==> src/rtl/seg7_pkg.sv <==
// Shared 7-segment constants: active-low glyphs, dp position, display geometry.
// Latency: n/a (constants and types only).
// Backpressure: n/a.
package seg7_pkg;

    localparam int DIGITS   = 8;
    localparam int NIBBLE_W = 4;
    localparam int DP_BIT   = 7;

    // Active-low glyphs {dp,g,f,e,d,c,b,a}; dp is off (1) in every entry.
    localparam logic [7:0] SEG7_0 = 8'hC0;
    localparam logic [7:0] SEG7_1 = 8'hF9;
    localparam logic [7:0] SEG7_2 = 8'hA4;
    localparam logic [7:0] SEG7_3 = 8'hB0;
    localparam logic [7:0] SEG7_4 = 8'h99;
    localparam logic [7:0] SEG7_5 = 8'h92;
    localparam logic [7:0] SEG7_6 = 8'h82;
    localparam logic [7:0] SEG7_7 = 8'hF8;
    localparam logic [7:0] SEG7_8 = 8'h80;
    localparam logic [7:0] SEG7_9 = 8'h90;
    localparam logic [7:0] SEG7_A = 8'h88;
    localparam logic [7:0] SEG7_B = 8'h83;
    localparam logic [7:0] SEG7_C = 8'hC6;
    localparam logic [7:0] SEG7_D = 8'hA1;
    localparam logic [7:0] SEG7_E = 8'h86;
    localparam logic [7:0] SEG7_F = 8'h8E;

    // Indexed by hex value: SEG7_GLYPH[v] is the glyph for nibble v.
    localparam logic [15:0][7:0] SEG7_GLYPH = {
        SEG7_F, SEG7_E, SEG7_D, SEG7_C, SEG7_B, SEG7_A, SEG7_9, SEG7_8,
        SEG7_7, SEG7_6, SEG7_5, SEG7_4, SEG7_3, SEG7_2, SEG7_1, SEG7_0
    };

    typedef logic [NIBBLE_W-1:0] nibble_t;

    typedef struct packed {
        logic    legal;
        nibble_t nibble;
    } hex_dec_t;

endpackage

==> src/rtl/seg7_hex_decode.sv <==
// Maps the seven segment lines (dp excluded) back to a hex nibble plus a legal flag.
// Latency: purely combinational.
// Backpressure: none.
module seg7_hex_decode
    import seg7_pkg::*;
(
    input  logic [6:0] seg,
    output hex_dec_t   dec
);

    // Table search against the shared glyphs, with dp forced off
    always_comb begin
        dec = '0;
        for (int i = 0; i < 16; i++) begin
            if ({1'b1, seg} == SEG7_GLYPH[i]) begin
                dec.legal  = 1'b1;
                dec.nibble = NIBBLE_W'(i);
            end
        end
    end

endmodule

==> src/rtl/seg_scan_decoder.sv <==
// Watches a scanned 7-seg display, captures settled digits and rebuilds the 32-bit value.
// Latency: capture SETTLE edges after the edge that registers a new {which,seg}; pulses last one cycle.
// Backpressure: none; dwells shorter than SETTLE+1 clocks are silently ignored.
module seg_scan_decoder
    import seg7_pkg::*;
#(
    parameter int SETTLE = 4
)
(
    input  logic        clk,
    input  logic        rst,
    input  logic [2:0]  which,
    input  logic [7:0]  seg,
    output logic [31:0] data,
    output logic        valid,
    output logic        err,
    output logic [7:0]  digit_mask
);

    localparam int                CNT_W   = $clog2(SETTLE + 1);
    localparam logic [CNT_W-1:0]  CNT_MAX = CNT_W'(SETTLE);
    localparam logic [CNT_W-1:0]  CNT_CAP = CNT_W'(SETTLE - 1);

    logic [2:0]                      r_which;
    logic [7:0]                      r_seg;
    logic [CNT_W-1:0]                cnt;
    logic [DIGITS-1:0][NIBBLE_W-1:0] asm_buf;
    logic [DIGITS-1:0][NIBBLE_W-1:0] asm_next;
    logic [DIGITS-1:0]               mask_next;
    logic                            stable;
    logic                            capture;
    logic                            frame_done;
    hex_dec_t                        dec;

    // Saturation at SETTLE keeps cnt off CNT_CAP for the rest of the dwell,
    // so a held digit is captured exactly once.
    assign stable  = ({which, seg} == {r_which, r_seg});
    assign capture = stable && (cnt == CNT_CAP);

    seg7_hex_decode u_dec (
        .seg (r_seg[DP_BIT-1:0]),
        .dec (dec)
    );

    // Candidate buffer and mask with the digit being captured merged in
    always_comb begin
        asm_next          = asm_buf;
        asm_next[r_which] = dec.nibble;
        mask_next         = digit_mask | (DIGITS'(1) << r_which);
    end

    assign frame_done = (mask_next == '1);

    // Input register and stability counter
    always_ff @(posedge clk) begin
        if (rst) begin
            r_which <= '0;
            r_seg   <= 8'hFF;
            cnt     <= '0;
        end else begin
            r_which <= which;
            r_seg   <= seg;
            if (!stable) begin
                cnt <= '0;
            end else if (cnt != CNT_MAX) begin
                cnt <= cnt + CNT_W'(1);
            end
        end
    end

    // Assembly buffer, coverage mask, frame publish and illegal-glyph flag
    always_ff @(posedge clk) begin
        if (rst) begin
            data       <= '0;
            valid      <= 1'b0;
            err        <= 1'b0;
            digit_mask <= '0;
            asm_buf    <= '0;
        end else begin
            valid <= 1'b0;
            err   <= 1'b0;
            if (capture) begin
                if (dec.legal) begin
                    asm_buf <= asm_next;
                    if (frame_done) begin
                        data       <= asm_next;
                        valid      <= 1'b1;
                        digit_mask <= '0;
                    end else begin
                        digit_mask <= mask_next;
                    end
                end else begin
                    // Buffer nibble is left alone; only coverage is withdrawn.
                    err                 <= 1'b1;
                    digit_mask[r_which] <= 1'b0;
                end
            end
        end
    end

endmodule
==> config.mk <==
export PLATFORM = sky130hd
export DESIGN_NAME = seg_scan_decoder
export DESIGN_NICKNAME = d
export VERILOG_FILES = /design/src/rtl/seg7_pkg.sv /design/src/rtl/seg7_hex_decode.sv /design/src/rtl/seg_scan_decoder.sv
export SDC_FILE = /design/constraint.sdc
export NUM_CORES = 1
export LEC_CHECK = 0
export CAP_MARGIN = 5
export CELL_PAD_IN_SITES_DETAIL_PLACEMENT = 0
export CELL_PAD_IN_SITES_GLOBAL_PLACEMENT = 1
export CORE_MARGIN = 2
export CORE_UTILIZATION = 31
export DETAILED_ROUTE_END_ITERATION = 12
export HOLD_SLACK_MARGIN = 0.03
export MAX_ROUTING_LAYER = met4
export PLACE_DENSITY_LB_ADDON = 0.1
export SYNTH_ARGS = -nofsm -noshare
export SYNTH_HDL_FRONTEND = slang
export SYNTH_SLANG_ARGS = --single-unit
==> constraint.sdc <==
create_clock -name clk -period 5.1 [get_ports clk]
set_input_delay 1.02 -clock clk [delete_from_list [all_inputs] [get_ports clk]]
set_output_delay 1.02 -clock clk [all_outputs]
set_load 0.1 [all_outputs]
==> results of run 1 <==
[final cells by class]
type / instances / area share
tap: 176 / 0.0432
timing repair buffer: 64 / 0.120
sequential: 88 / 0.346
clock inverter: 3 / 0.00835
inverter: 3 / 0.00221
clock buffer: 12 / 0.0484
multi-input combinational: 353 / 0.432
[synthesized netlist by cell type (all sizes together), types with 7 or more instances]
library cell  instances
dfxtp                88
nand4                 7
nand3                12
o21a                  7
nand2                43
nor3                 10
clkbuf               29
or3                   7
xnor2                12
nor2                 59
or2                   8
buf                  15
a21oi                72
a211o                26
mux2i                 9
a211oi               32
[registers in the layout (all words and copies together), names as in the netlist]
name,cells
digit_mask,8
valid,1
err,1
data,32
cnt,3
r_seg,8
r_which,3
asm_buf,32
[per-layer routing]
metal	up-vias	part of all wire	GRT usage
met5	-	0	-
met4	0	0.019	0.0684
met3	14	0.028	0.0285
met2	55	0.43	0.234
met1	1718	0.52	0.226
li1	1804	-	-
[where the power goes]
group	total (uW)	internal, uW	switching, uW
clock network	654	390	264
registers	709	692	16.9
logic	74.3	31.9	42.3
total	1440	1110	323
[final timing paths]
check	start	endpoint	slack [ns]	cells past startpoint
max	seg[2]	asm_buf[14]	1.89	7
min	data[0]	data[0]	0.45	2
max reg2reg	r_seg[3]	asm_buf[13]	2.10	6
min reg2reg	data[0]	data[0]	0.45	2
[cell usage in the layout, fill, tap and decap left out, types with 2 or more instances in the layout]
cell type / synthesis / routed
xor2_1: 3 / 3
clkdlybuf4s50_1: 0 / 53
dfxtp_1: 88 / 88
nand2_1: 43 / 43
xnor2_1: 12 / 12
nor2_1: 58 / 57
nand4_1: 6 / 6
nor4_1: 2 / 2
mux2i_1: 9 / 9
nand3b_1: 4 / 4
a211oi_1: 32 / 32
nor3_1: 10 / 10
nand3_1: 11 / 11
ha_1: 3 / 3
or4_1: 2 / 2
or3b_2: 2 / 2
o21a_1: 7 / 7
or2_2: 8 / 8
and3_1: 2 / 2
nor2_2: 1 / 2
inv_1: 3 / 3
nor3b_1: 3 / 3
nand2b_1: 3 / 3
mux2_2: 2 / 2
nor2b_1: 4 / 4
and3b_1: 3 / 3
clkbuf_1: 29 / 2
clkbuf_16: 0 / 9
o21ai_0: 2 / 2
a21oi_2: 13 / 13
o211ai_1: 3 / 3
a211o_1: 26 / 26
a21oi_1: 59 / 59
or3_1: 7 / 7
buf_4: 1 / 10
[logic make-up after synthesis]
logic type      count (synthesis)  synth area share
flops                          88             0.421
xor+xnor                       15            0.0314
buf+inv                        47            0.0530
compound gates                148             0.247
mux                            11            0.0269
simple gates                  176             0.211
fa+ha+maj                       3           0.00898
[worst max-delay path, delay by kind of cell]
kind | cells | cell delay [ns]
xor gates and xnor gates | 1 | 0.13
AOI/OAI and AO/OA | 2 | 0.66
and+or+nand+nor | 3 | 1.08
buffers and inverters | 1 | 0.50
[through the flow]
stage / utilization / instances / worst slack (ns) / hold WS (ns)
6_report: 0.386 / 699 / 1.89 / 0.449
5_1_grt: 0.386 / 699 / 1.71 / 0.469
4_1_cts: 0.386 / 699 / 1.94 / 0.454
3_5_place_dp: 0.364 / 684 / 1.56 / 0.444
3_3_place_gp: 0.364 / 684 / 1.64 / 0.440
2_1_floorplan: - / 488 / 2.45 / 0.441
==> metrics.md, run 1 <==
| Metric | Value |
|---|---|
| Vias post-DR | 3591 |
| CTS Buf Count | 9 |
| Post-route clock period utilization | 0.629 |
| WP data arrival | 3.39 ns |
| Vias in the first global route | 3388 |
| Core area | 13200 sq um |
| Synth Instances | 488 |
| Top FF cell, synth | dfxtp_1 |
| Post-cts gate resize count | 0 |
| Power Total | 1440 uW |
| Post-CTS setup buffers | 0 |
| Slowest CP cell | o211ai_1 |
| Slew HR | 0.282 |
| Routed wire per std cell | 15.5 um |
| Sink Count | 88 |
| DIE WIDTH | around 120 um |
| Area leader, netlist | dfxtp_1 |
| Sequential cell area | 1760 sq um |
| H-tree depth | 3 |
| FF+latch count, synth | 88 |
| Max_cap viols | 0 |
| Slowest stage delay, CP | 0.54 ns |
| Worst-path maximum fanout | 11 |
| Crit. End Element | flip-flop |
| Post-synthesis sequential area ratio | 0.421 |
| Synth top area share | 0.421 |
| Largest net degree at the start of global routing | 50 |
| GRT Total Usage | 0.163 |
| Initial antenna violation count | 0 |
| Drt pass-1 iters | 4 |
| Synth area leaders | dfxtp_1, a21oi_1, a211oi_1 |
| Later-pin clock latency in the skew report | 0.35 ns |
| Area Growth Syn to Fin | 21.8% |
| Multi-input gate area | 2200 sq um |
| Hold Vio Cnt, Final | 0 |
| Worst-Margin Slew | 1.07 ns |
| DR vias/cell | 5.14 |
| Clock skew | 0.00486 ns |
| Gpl congestion | 0.801 |
| ANT cells | 0 |
| Worst vdd ir | 0.120 mV |
| Synth async-reset ratio | 0 |
| GR Overflow Total | 0 |
| Initial Util | 0.317 |
| Cell Area, Placed | 4800 sq um |
| Die Y | roughly 120 um |
| Drt total wl | 10.8 mm |
| Crit-path cells | clkdlybuf4s50_1, xnor2_1, nand4_1, nor4_1, o211ai_1, nor2_1, a211oi_1 |
| Crit path launch type | primary input |
| Worst-path clk slew | 0.06 ns |
| Worst hold path class | reg -> reg |
| Post-route cell area | 5090 sq um |
| Final net count | around 540 |
| CTS hold repair buffers | 0 |
| Maximum clock rate | 312 MHz |
| Syn Std Cell Area | 4180 sq um |
| Yosys warns | 0 |
| CTS root buffer | clkbuf_16 |
| Crit Path Class | in -> reg |
| Post-synth cell types | roughly 50 |
| CTS tree | yes |
| Worst EP required | about 5.3 ns |
| Die ar. | approximately 14000 sq um |
| Share of cells above drive strength 1 | 0.107 |
| Unrepaired setup endpoints after global routing | false |
| Top Ports | 55 |
| Post-route ant nets | 0 |
| 1st-iter DRT viols | 235 |
| PwrDens | 282 nW/um^2 |
| Setup Viol. Count Final | 0 |
| Max Transition Viols Final | 0 |
| Drt drc | 0 |
| Period minus WS final | around 3.2 ns |
| Setup TNS | 0 ns |
| Clock buffer depth | 2 |
| Mean Syn Cell Area | 8.57 sq um |
| Leakage | between 0.0015 and 0.002 uW |
| Number of fill cells in the layout | 1363 |
| # port buffers | 54 |
| Post-synth EDFFs | 0 |
| First-pass GRT wire length | 17.9 mm |
| FP Rows | 42 |
| Status | finished, final reports clean |
| Post-Syn Nets | between 500 and 600 |
| DP Wirelength | 6.87 mm |
Power figures use the tool's default switching activity.
==> run 2, diff against run 1 <==
clock period = 2.9 ns   (was 5.1 ns; I/O delays follow)
==> metrics.md, run 2 (synthesis gave the netlist of run 1 again) <==
| Metric | Value |
|---|---|
| Maximum clock rate | 378 MHz |
| Routed wire per std cell | 15.5 um |
| Sink Count | 88 |
| Post-cts gate resize count | 0 |
| Initial Util | 0.317 |
| Slew HR | 0.498 |
| Drt drc | 0 |
| Power Total | ~2600 uW |
| R2R Path End | data[28] |
| Cell Area, Placed | 4870 sq um |
| Crit Path Class | reg -> reg |
| Worst setup startpoint | r_seg[5] |
| Share of cells above drive strength 1 | 0.218 |
| Worst-Margin Slew | ~0.75 ns |
| ANT cells | 0 |
| Drt total wl | 11.1 mm |
| CTS hold repair buffers | 0 |
| First-pass GRT wire length | 18.0 mm |
| Period minus WS final | 2.65 ns |
| Largest net degree at the start of global routing | 64 |
| Hold Vio Cnt, Final | 0 |
| DR vias/cell | 5.03 |
| Largest regs | asm_buf x32, data x32 |
| Commonest cells after routing, fill and taps aside | dfxtp_1, buf_4, a21oi_1, nor2_1, nand2_1 |
| Worst-path clk slew | 0.06 ns |
| Setup Viol. Count Final | 0 |
| H-tree depth | 3 |
| DP Wirelength | 7.21 mm |
| CTS tree | yes |
| Drt pass-1 iters | 5 |
| GRT Total Usage | 0.164 |
| Worst R2R Path Depth | 7 |
| PwrDens | ~500 nW/um^2 |
| Gpl congestion | 0.804 |
| Crit. End Element | flip-flop |
| Post-CTS setup buffers | 0 |
| GR Overflow Total | 0 |
| Setup TNS | 0 ns |
| CTS Buf Count | 9 |
| Number of fill cells in the layout | 1349 |
| Worst hold path class | reg -> reg |
| Top Ports | 55 |
| Later-pin clock latency in the skew report | between 0.3 and 0.4 ns |
| Area Growth Syn to Fin | 23.5% |
| Post-route clock period utilization | 0.912 |
| WP data arrival | 2.92 ns |
| Commonest non-fill, non-tap cell in the layout | dfxtp_1 |
| Post-route cell area | 5160 sq um |
| DIE WIDTH | 120 um |
| Vias post-DR | 3607 |
| Initial antenna violation count | 0 |
| Core area | 13200 sq um |
| Status | finished, final reports clean |
| Die Y | 120 um |
| Worst vdd ir | 0.251 mV |
| Crit path launch type | flip-flop |
| Vias in the first global route | about 3.4k |
| Clock buffer depth | 2 |
| # port buffers | 54 |
| CTS root buffer | clkbuf_16 |
| FP Rows | 42 |
| Clock skew | about 0.006 ns |
| R2r setup slk | 0.25 ns |
| Final net count | between 500 and 600 |
| Reg-to-reg startpoint | r_seg[5] |
| Leakage | roughly 0.0018 uW |
| CP endpoint | data[28] |
| Worst EP required | 3.18 ns |
| Post-route ant nets | 0 |
| Max Transition Viols Final | 0 |
| 1st-iter DRT viols | 220 |
| Unrepaired setup endpoints after global routing | false |
| Max_cap viols | 0 |
| Worst-path maximum fanout | 63 |
| Die ar. | 14400 sq um |
run 2: routing by layer:
| metal | track usage | routed length (um) | vias to the layer above |
|---|---|---|---|
| met2 | 0.228 | 4730 | 50 |
| met1 | 0.234 | 5850 | 1698 |
| met3 | 0.0285 | 305 | 14 |
| met4 | 0.0640 | 200 | 0 |
| li1 | - | - | 1845 |
| met5 | - | 0 | - |
run 2: worst min path at each step:
stage / startpoint / endpoint / slack, ns / cells after the start
floorplan: asm_buf[0] / asm_buf[0] / 0.44 / 1
global placement: data[12] / data[12] / 0.44 / 2
detailed placement: data[7] / data[7] / 0.45 / 2
CTS: data[0] / data[0] / 0.45 / 2
global route: data[16] / data[16] / 0.47 / 2
finish: data[0] / data[0] / 0.45 / 2
run 2: final cells by class:
| cell class | instances | area, sq um | share of cell area |
|---|---|---|---|
| Timing Repair Buffer | 83 | 673 | 0.130 |
| Multi-Input combinational cell | 353 | 2200 | 0.426 |
| Clock buffer | 11 | 253 | 0.0490 |
| Inverter | 3 | 11.3 | 0.00218 |
| Sequential cell | 88 | 1760 | 0.341 |
| Clock inverter | 3 | 42.5 | 0.00824 |
| Tap cell | 176 | 220 | 0.0427 |
run 2: where the power goes:
part | internal, uW | switching (uW) | leakage [uW]
clock | 703 | 479 | 0.000143
combinational | 65.5 | 86.1 | 0.000983
sequential | 1220 | 20.4 | 0.000712
run 2: worst max-delay path, cell delays in order, from the launching register on:
cell       delay (ns)
dfxtp_1          0.61
nand3_1          0.15
or4_1            0.48
nand4_1          0.32
o2111ai_4        0.16
buf_12           0.22
or3_1            0.42
a21oi_1          0.15
run 2: stage by stage:
step	util	setup slack [ns]	cells	hold WS, ns
after global placement	0.369	0.102	703	0.443
after floorplan	-	0.428	488	0.441
final	0.391	0.254	717	0.451
after CTS	0.391	0.276	717	0.455
after detailed placement	0.369	0.0626	703	0.446
after global routing	0.391	0.0877	717	0.475
==> run 3, diff against run 2 <==
CELL_PAD_IN_SITES_DETAIL_PLACEMENT = 1   (was 0)
==> metrics.md, run 3 (synthesis gave the netlist of run 1 again) <==
| Metric | Value |
|---|---|
| Status | finished, final reports clean |
| Fin Hold WS | 0.456 ns |
| Worst hold path class | reg -> reg |
| Drt total wl | between 10 and 15 mm |
| Bufs and invs on worst path | 1 |
| Cell internal pwr | 2090 uW |
| Hold EP | data[14] |
| Power share of the combinational group | 0.057 |
| Reg power frac | 0.458 |
| Max Transition Viols Final | 0 |
| Vias in the first global route | about 3.7k |
| Gpl congestion | 0.804 |
| Crit path launch type | flip-flop |
| Worst-Margin Slew | about 0.76 ns |
| Commonest cells after routing, fill and taps aside | dfxtp_1, buf_4, a21oi_1, nor2_1, nand2_1 |
| H-tree depth | 3 |
| Reg-to-reg startpoint | r_seg[5] |
| Setup TNS | 0 ns |
| Initial antenna violation count | 0 |
| Slowest CP cell | dfxtp_1 |
| WP data arrival | 2.87 ns |
| Commonest non-fill, non-tap cell in the layout | dfxtp_1 |
| Post-CTS setup buffers | 0 |
| Worst-path maximum fanout | 63 |
| CP top delay family | simple AND/OR/NAND/NOR gates |
| Setup Viol. Count Final | 0 |
| # port buffers | 54 |
| FP Rows | 42 |
| CTS root buffer | clkbuf_16 |
| Sink Count | 88 |
| Number of fill cells in the layout | 1524 |
| DR vias/cell | ~5.1 |
| GRT Total Usage | 0.175 |
| Period minus WS final | 2.59 ns |
| R2R Path End | data[16] |
| Post-route clock period utilization | 0.893 |
| Cell Area, Placed | 4870 sq um |
| Final net count | around 550 |
| Post-route ant nets | 0 |
| Die Y | 120 um |
| Share of cells above drive strength 1 | 0.219 |
| Util after Layout | 0.394 |
| Slowest stage delay, CP | 0.59 ns |
| Pre-CTS setup slack | between 0.04 and 0.05 ns |
| Routed wire per std cell | 16.4 um |
| Clock buffer depth | 2 |
| Worst R2R Path Depth | 7 |
| ANT cells | 0 |
| R2r setup slk | ~0.31 ns |
| Post-route cell area | 5200 sq um |
| Sw Ratio | 0.227 |
| CTS hold repair buffers | 0 |
| CTS Buf Count | 9 |
| Top Ports | 55 |
| GR Overflow Total | 0 |
| Worst vdd ir | 0.302 mV |
| Worst-path clk slew | roughly 0.07 ns |
| Max_cap viols | 0 |
| PwrDens | ~520 nW/um^2 |
| Initial Util | 0.317 |
| Crit Path Class | reg -> reg |
| DP Wirelength | 7.74 mm |
| Crit. End Element | flip-flop |
| Worst EP required | roughly 3.2 ns |
| Drt drc | 0 |
| Crit-path cells | nand3_1, or4_1, nand4_1, o2111ai_4, buf_12, or3_1, a21oi_1 |
| Clk pwr share | 0.485 |
| Unrepaired setup endpoints after global routing | false |
| Hold path startpoint | data[14] |
| Slew HR | 0.494 |
| Core area | 13200 sq um |
| Vias post-DR | 3687 |
| Final worst setup slack | between 0.3 and 0.4 ns |
| Die ar. | roughly 14000 sq um |
| First-pass GRT wire length | 19.3 mm |
| Largest regs | asm_buf x32, data x32 |
| 1st-iter DRT viols | ~140 |
| P_sw | 614 uW |
| Hold Vio Cnt, Final | 0 |
| Drt pass-1 iters | 4 |
| Area Growth Syn to Fin | 24.4% |
| CTS tree | yes |
| DIE WIDTH | 120 um |
| Leakage | 0.00185 uW |
| Maximum clock rate | 386 MHz |
| Post-cts gate resize count | 0 |
| Later-pin clock latency in the skew report | 0.35 ns |
| Clock skew | 0.00913 ns |
| Hold Path Depth | 2 |
| Largest net degree at the start of global routing | between 60 and 70 |
run 3: cell type report:
class	instances	area (sq um)	area share
clock buffers	12	256	0.0493
well taps	176	220	0.0424
multi-input cells	353	2200	0.423
clock inverters	4	76.3	0.0147
repair buffers	83	673	0.129
flip-flops and latches	88	1760	0.339
inverters	3	11.3	0.00217
run 3: metrics by stage:
stage | instances | power [uW]
2_1_floorplan | 488 | 1360
3_3_place_gp | 703 | 1420
3_5_place_dp | 703 | 1420
4_1_cts | 719 | 2740
5_1_grt | 719 | 2810
6_report | 719 | 2700
run 3: power by group through the flow:
stage	Combinational, uW	Sequential [uW]	Clock (uW)
3_3_place_gp	152	1260	0
6_report	153	1240	1310
3_5_place_dp	154	1260	0
2_1_floorplan	112	1250	0
4_1_cts	155	1240	1350
5_1_grt	171	1240	1400
run 3: how the worst max path moves through the flow:
stage	cells after the start	slack [ns]	from	to
after floorplan	7	0.43	digit_mask[7]	data[17]
after global placement	8	0.10	seg[4]	data[12]
after detailed placement	9	0.05	seg[0]	asm_buf[13]
after CTS	7	0.30	r_seg[5]	data[16]
after global routing	7	0.1	r_which[0]	data[16]
final	7	0.31	r_seg[5]	data[16]
run 3: routing by layer:
metal / GRT usage / part of all wire / vias to the layer above
li1: - / - / 1847
met1: 0.232 / 0.50 / 1791
met2: 0.267 / 0.46 / 39
met3: 0.0375 / 0.028 / 10
met4: 0.0537 / 0.012 / 0
met5: - / 0 / -
run 3: worst register-to-register path, cell delays in order, from the launching register on:
cell	delay, ns
dfxtp_1	0.59
nand3_1	0.16
or4_1	0.48
nand4_1	0.32
o2111ai_4	0.16
buf_12	0.25
or3_1	0.43
a21oi_1	0.16
